===== config.mk =====
export PLATFORM = sky130hd
export DESIGN_NAME = uart_receiver
export DESIGN_NICKNAME = d
export VERILOG_FILES = /design/src/rtl/uart_receiver.sv
export SDC_FILE = /design/constraint.sdc
export NUM_CORES = 1
export LEC_CHECK = 0
export ABC_AREA = 1
export CAP_MARGIN = 20
export CORE_ASPECT_RATIO = 0.5
export CORE_MARGIN = 2
export CORE_UTILIZATION = 61
export DETAILED_ROUTE_END_ITERATION = 7
export GPL_ROUTABILITY_DRIVEN = 0
export HOLD_SLACK_MARGIN = 0.05
export PLACE_DENSITY = 0.83
export SYNTH_ARGS = -nofsm -noshare
export SYNTH_HDL_FRONTEND = slang
export SYNTH_SLANG_ARGS = --single-unit

===== constraint.sdc =====
create_clock -name clk -period 4.33 [get_ports clk]
set_input_delay 0.6495 -clock clk [delete_from_list [all_inputs] [get_ports clk]]
set_output_delay 0.6495 -clock clk [all_outputs]
set_load 0.005 [all_outputs]

===== src/rtl/uart_receiver.sv =====
`default_nettype none
// ============================================================================
// Module   : uart_receiver
// Purpose  : Oversampling UART receiver. The serial line is idle high and
//            frames are 8N1, sent LSB first. Each bit is sampled once, at
//            its centre. The received byte is held in a one-entry buffer
//            that the consumer drains with a valid/ready handshake.
// Options  : Define UART_RX_PARITY_EN to receive 8E1 frames instead. An even
//            parity bit then follows the data bits and is checked.
// Ports    : clk            system clock, rising edge
//            rstn           asynchronous active-low reset
//            rx_i           asynchronous serial input (synchronised inside)
//            data_ready_i   consumer accepts data_out_o while data_valid_o=1
//            data_out_o     last accepted byte
//            data_valid_o   data_out_o holds an unconsumed byte
//            frame_err_o    1-cycle pulse: stop bit sampled low
//            parity_err_o   1-cycle pulse: parity mismatch (0 without option)
//            overrun_o      1-cycle pulse: good frame dropped, buffer full
//            rx_busy_o      receiver is not idle
// Revision : 1.0 - initial release
// ============================================================================
module uart_receiver #(
  parameter int CLOCKS_PER_PULSE = 5208
) (
  input  logic       clk,
  input  logic       rstn,
  input  logic       rx_i,
  input  logic       data_ready_i,
  output logic [7:0] data_out_o,
  output logic       data_valid_o,
  output logic       frame_err_o,
  output logic       parity_err_o,
  output logic       overrun_o,
  output logic       rx_busy_o
);

  localparam int               CNT_W  = $clog2(CLOCKS_PER_PULSE);
  localparam logic [CNT_W-1:0] C_FULL = CNT_W'(CLOCKS_PER_PULSE - 1);
  localparam logic [CNT_W-1:0] C_HALF = CNT_W'(CLOCKS_PER_PULSE / 2 - 1);

  typedef enum logic [2:0] {
    RX_IDLE   = 3'd0,
    RX_START  = 3'd1,
    RX_DATA   = 3'd2,
`ifdef UART_RX_PARITY_EN
    RX_PARITY = 3'd3,
`endif
    RX_STOP   = 3'd4
  } state_t;

  state_t           state_q, state_d;
  logic [CNT_W-1:0] cnt_q, cnt_d;
  logic [2:0]       idx_q, idx_d;
  logic [7:0]       shreg_q, shreg_d;
  logic [7:0]       data_q, data_d;
  logic             valid_q, valid_d;
  logic             ferr_q, ferr_d;
  logic             ovr_q, ovr_d;
  logic             rx_meta_q, rx_s_q;
  logic             good_frame;
`ifdef UART_RX_PARITY_EN
  logic             par_q, par_d;
  logic             perr_q, perr_d;
`endif

  // Two-flop synchroniser. Both flops reset to the idle level so that
  // releasing reset cannot look like a start edge.
  always_ff @(posedge clk or negedge rstn) begin
    if (!rstn) begin
      rx_meta_q <= 1'b1;
      rx_s_q    <= 1'b1;
    end else begin
      rx_meta_q <= rx_i;
      rx_s_q    <= rx_meta_q;
    end
  end

  always_ff @(posedge clk or negedge rstn) begin
    if (!rstn) begin
      state_q <= RX_IDLE;
      cnt_q   <= '0;
      idx_q   <= '0;
      shreg_q <= '0;
      data_q  <= '0;
      valid_q <= 1'b0;
      ferr_q  <= 1'b0;
      ovr_q   <= 1'b0;
`ifdef UART_RX_PARITY_EN
      par_q   <= 1'b0;
      perr_q  <= 1'b0;
`endif
    end else begin
      state_q <= state_d;
      cnt_q   <= cnt_d;
      idx_q   <= idx_d;
      shreg_q <= shreg_d;
      data_q  <= data_d;
      valid_q <= valid_d;
      ferr_q  <= ferr_d;
      ovr_q   <= ovr_d;
`ifdef UART_RX_PARITY_EN
      par_q   <= par_d;
      perr_q  <= perr_d;
`endif
    end
  end

  always_comb begin
    state_d    = state_q;
    cnt_d      = cnt_q + 1'b1;
    idx_d      = idx_q;
    shreg_d    = shreg_q;
    data_d     = data_q;
    // A handshake drains the buffer. A good frame that completes in the same
    // cycle refills it below.
    valid_d    = valid_q & ~data_ready_i;
    ferr_d     = 1'b0;
    ovr_d      = 1'b0;
    good_frame = 1'b0;
`ifdef UART_RX_PARITY_EN
    par_d      = par_q;
    perr_d     = 1'b0;
`endif

    case (state_q)
      RX_IDLE: begin
        cnt_d = '0;
        if (!rx_s_q) begin
          state_d = RX_START;
          idx_d   = '0;
        end
      end
      RX_START: begin
        // Recheck the line at mid start bit. This rejects short glitches and
        // puts every later sample at the centre of its bit.
        if (cnt_q == C_HALF) begin
          cnt_d   = '0;
          state_d = rx_s_q ? RX_IDLE : RX_DATA;
        end
      end
      RX_DATA: begin
        if (cnt_q == C_FULL) begin
          cnt_d          = '0;
          shreg_d[idx_q] = rx_s_q;
          idx_d          = idx_q + 1'b1;
          if (idx_q == 3'd7) begin
`ifdef UART_RX_PARITY_EN
            state_d = RX_PARITY;
`else
            state_d = RX_STOP;
`endif
          end
        end
      end
`ifdef UART_RX_PARITY_EN
      RX_PARITY: begin
        if (cnt_q == C_FULL) begin
          cnt_d   = '0;
          par_d   = rx_s_q;
          state_d = RX_STOP;
        end
      end
`endif
      RX_STOP: begin
        // Going idle at mid stop bit leaves half a bit of margin to catch a
        // start bit that follows with no gap.
        if (cnt_q == C_FULL) begin
          cnt_d   = '0;
          state_d = RX_IDLE;
          if (!rx_s_q) begin
            ferr_d = 1'b1;
`ifdef UART_RX_PARITY_EN
          end else if (^{shreg_q, par_q}) begin
            perr_d = 1'b1;
`endif
          end else begin
            good_frame = 1'b1;
          end
        end
      end
      default: begin
        state_d = RX_IDLE;
        cnt_d   = '0;
        idx_d   = '0;
      end
    endcase

    if (good_frame) begin
      if (!valid_q || data_ready_i) begin
        data_d  = shreg_q;
        valid_d = 1'b1;
      end else begin
        ovr_d = 1'b1;
      end
    end
  end

  assign data_out_o   = data_q;
  assign data_valid_o = valid_q;
  assign frame_err_o  = ferr_q;
  assign overrun_o    = ovr_q;
  assign rx_busy_o    = (state_q != RX_IDLE);
`ifdef UART_RX_PARITY_EN
  assign parity_err_o = perr_q;
`else
  assign parity_err_o = 1'b0;
`endif

endmodule
`default_nettype wire

==> out/qor.csv <==
stage,metric,value,unit
route,drt total wl,3.94,mm
finish,fillers,233,
clock_tree,Post-CTS Setup Repair Bufs,0,
worst_hold_path,hold path cells,0,
synthesis,top post-synthesis cells by area,"dfrtp_1, nand2_1, nand4_1",
floorplanning,Die Y,45.3,um
route,via total after detailed routing,1679,
synthesis,post-synthesis xor/xnor area fraction,0.0295,
run,Max Cap Viol,0,
critical_path,Critical-path top delay cell,clkdlybuf4s50_1,
critical_path,CP cell instances,"nor2_1, nand2_1, clkdlybuf4s50_1",
critical_path,Buf/Inv on CP,1,
finish,area of the multi-input gates,927,um^2
finish,final cell count without fillers,305,
global_routing,GRT Total Usage,0.237,
synthesis,simple-gate share of the synthesized area,0.363,
synthesis,post-synthesis instance area,2080,um^2
outcome,status,"finished, final reports clean",
global_routing,GRT overflow,0,
finish,synth-to-layout area growth,11.9,%
critical_path,crit-path max FO,4,
clock_tree,CTS root buf,clkbuf_8,
finish,register area,1000,um^2
route,Met2 Wirelength,1.91,mm
clock_tree,cts hold-fix bufs,0,
synthesis,Synth top area share,0.458,
synthesis,Syn Area/Cell,8.37,um^2
route,first drt pass iteration count,4,
route,DRT iter0 DRCs,69,
critical_path,R2R cell count,6,
power_and_ir_drop,VDD IR-drop max,0.187,mV
finish,# nets final,271,
finish,share of cells above drive strength 1,0.162,
synthesis,largest family of logic cells by synthesized area,simple AND/OR/NAND/NOR gates,
synthesis,Post-Synthesis Cells,248,
route,met3 WL,195,um
timing,fin. max-slew vios,0,
global_routing,first-pass GRT wire length,6.96,mm
timing,final worst path period share,0.493,
route,DRT antenna net count,0,
global_routing,largest net degree at the start of global routing,41,
synthesis,Synth Area in Adders,0.0181,
route,DRC Markers,0,
critical_path,Worst Path Required,3.68,ns
place,DP Wirelength,2.82,mm
timing,fin crit period,2.14,ns
clock_tree,Num CTS Buffers,5,
clock_tree,CTS tree,yes,
power_and_ir_drop,Pleak,1.08,nW
worst_hold_path,Hold WC Path Type,reg -> reg,
clock_tree,H-tree Lvls,2,
clock_tree,clk_lat worst skew,0.30,ns
synthesis,Netlist cell types,29,
synthesis,post-synth top area cell,dfrtp_1,
timing,post-route setup TNS,0,ns
critical_path,Reg2Reg Setup Slack,2.63,ns
critical_path,peak per-stage delay on the critical path,0.46,ns
clock_tree,Clock Sinks,40,
finish,# diodes,0,
critical_path,WP data arrival,1.49,ns
clock_tree,post-CTS sizing,0,
synthesis,Synth Warn #,0,
timing,Least-Margin Pin Slew,0.866,ns
floorplanning,num rows,14,
route,routed vias/inst,5.50,
route,wire per inst,12.9,um
clock_tree,clk slew on worst S/H paths,0.08,ns
synthesis,mux cell area share after synthesis,0,
floorplanning,Die Area,3910,um^2
timing,final hold viol count,0,
synthesis,Yosys reg bits,40,
floorplanning,io pins,17,
timing,final setup skew,0.00593,ns
place,Port Buffer Count,15,
synthesis,Mapped Nets,255,
synthesis,"Seq/Total Area, Yosys",0.483,
global_routing,initial antenna violation count,0,
timing,Max-slew headroom,0.422,
synthesis,Compound-Gate Fraction of Synth Area,0.0338,
critical_path,Setup CP Type,reg -> out,
clock_tree,CTS max path bufs,2,
floorplanning,Die Span X,86.5,um
route,Met1 Routed Length,1.72,mm
critical_path,Worst path top cell family by delay,buffers and inverters,
critical_path,startpoint type of the worst setup path,register,
critical_path,endpoint type of the worst setup path,primary output,
place,Placed Instances,297,
critical_path,number of cells on the critical path,3,
timing,Setup-failing EPs final,0,
global_routing,vias in the first global route,1649,
floorplanning,Starting Density,0.666,
power_and_ir_drop,pwr dens,282,nW/um^2
timing,f_max,468,MHz
timing,RSZ-0062 raised after global routing,no,
route,Top Metal Used,met4,
floorplanning,core area,3120,um^2
## placed cells by master, fill, tap and decap left out
| master | Yosys | layout |
|---|---|---|
| a21oi_1 | 2 | 2 |
| buf_2 | 2 | 1 |
| clkbuf_8 | 0 | 6 |
| clkdlybuf4s50_1 | 0 | 14 |
| clkinvlp_4 | 0 | 2 |
| conb_1 | 1 | 1 |
| dfrtp_1 | 38 | 38 |
| dfstp_2 | 2 | 2 |
| ha_1 | 3 | 3 |
| inv_1 | 19 | 19 |
| inv_2 | 6 | 6 |
| inv_4 | 1 | 1 |
| nand2_1 | 71 | 71 |
| nand2_2 | 2 | 2 |
| nand2_4 | 2 | 2 |
| nand3_1 | 11 | 11 |
| nand3_4 | 2 | 2 |
| nand3b_1 | 1 | 1 |
| nand4_1 | 16 | 16 |
| nor2_1 | 22 | 22 |
| nor2_2 | 14 | 14 |
| nor2_4 | 1 | 1 |
| nor2_8 | 1 | 1 |
| nor3_1 | 5 | 5 |
| nor3_4 | 1 | 1 |
| o21ai_0 | 8 | 8 |
| o21ai_1 | 4 | 4 |
| or2_2 | 2 | 2 |
| xor2_1 | 7 | 7 |
## flip-flops by register name (all words and copies together), names as in the netlist
register	cells
cnt_q	13
data_out_o	8
data_valid_o	1
frame_err_o	1
idx_q	3
overrun_o	1
rx_meta_q	1
rx_s_q	1
shreg_q	8
state_q	3
## area by class of cell
type | instances | share of cell area
Clock inverter | 2 | 0.00646
Inverter | 26 | 0.0431
Timing Repair Buffer | 15 | 0.0625
Multi-Input combinational cell | 176 | 0.399
Sequential cell | 40 | 0.432
Tap cell | 40 | 0.0215
Clock buffer | 6 | 0.0355
## metrics by stage
stage / hold WS (ns) / area (um^2) / total power, mW / worst slack, ns / util
3_5_place_dp: 0.356 / 2230 / 0.396 / 2.48 / 0.714
5_1_grt: 0.365 / 2320 / 0.673 / 2.11 / 0.745
3_3_place_gp: 0.346 / 2230 / 0.396 / 2.52 / 0.714
6_report: 0.363 / 2320 / 0.655 / 2.19 / 0.745
4_1_cts: 0.367 / 2320 / 0.658 / 2.20 / 0.745
2_1_floorplan: 0.345 / 2080 / 0.387 / 2.88 / -
## synthesized netlist by cell type, drive strengths merged
| cell type | count |
|---|---|
| clkbuf | 2 |
| or2 | 2 |
| o21ai | 12 |
| dfrtp | 38 |
| dfstp | 2 |
| conb | 1 |
| buf | 4 |
| ha | 3 |
| nand2 | 75 |
| nand4 | 16 |
| inv | 26 |
| nor3 | 6 |
| xor2 | 7 |
| a21oi | 2 |
| nand3 | 13 |
| nor2 | 38 |
| nand3b | 1 |
## final timing paths
check                            from             to
min in group asynchronous        rstn       cnt_q[5]
max reg2reg                state_q[2]     shreg_q[6]
max in group asynchronous        rstn  data_out_o[3]
min reg2reg                 rx_meta_q         rx_s_q
min                         rx_meta_q         rx_s_q
max                        state_q[0]      rx_busy_o
## layer usage
metal / global-route usage / vias up
li1: - / 824
met2: 0.418 / 46
met1: 0.273 / 795
met3: 0.0585 / 14
met5: 0 / -
met4: 0.134 / 0
## kinds of logic after synthesis
group | count (synthesis)
buffers and inverters | 32
DFF | 40
and+or+nand+nor | 151
AOI/OAI and AO/OA | 14
xor gates and xnor gates | 7
other | 1
adders and majority gates | 3
## power breakdown
| group | total, mW | leakage, nW | switching [mW] | internal, mW |
|---|---|---|---|---|
| registers | 0.378 | 0.537 | 0.00292 | 0.375 |
| clock network | 0.266 | 0.0434 | 0.137 | 0.129 |
| logic | 0.0104 | 0.497 | 0.00820 | 0.00222 |
| total | 0.655 | 1.08 | 0.149 | 0.506 |
(Power assumes the default switching activity.)
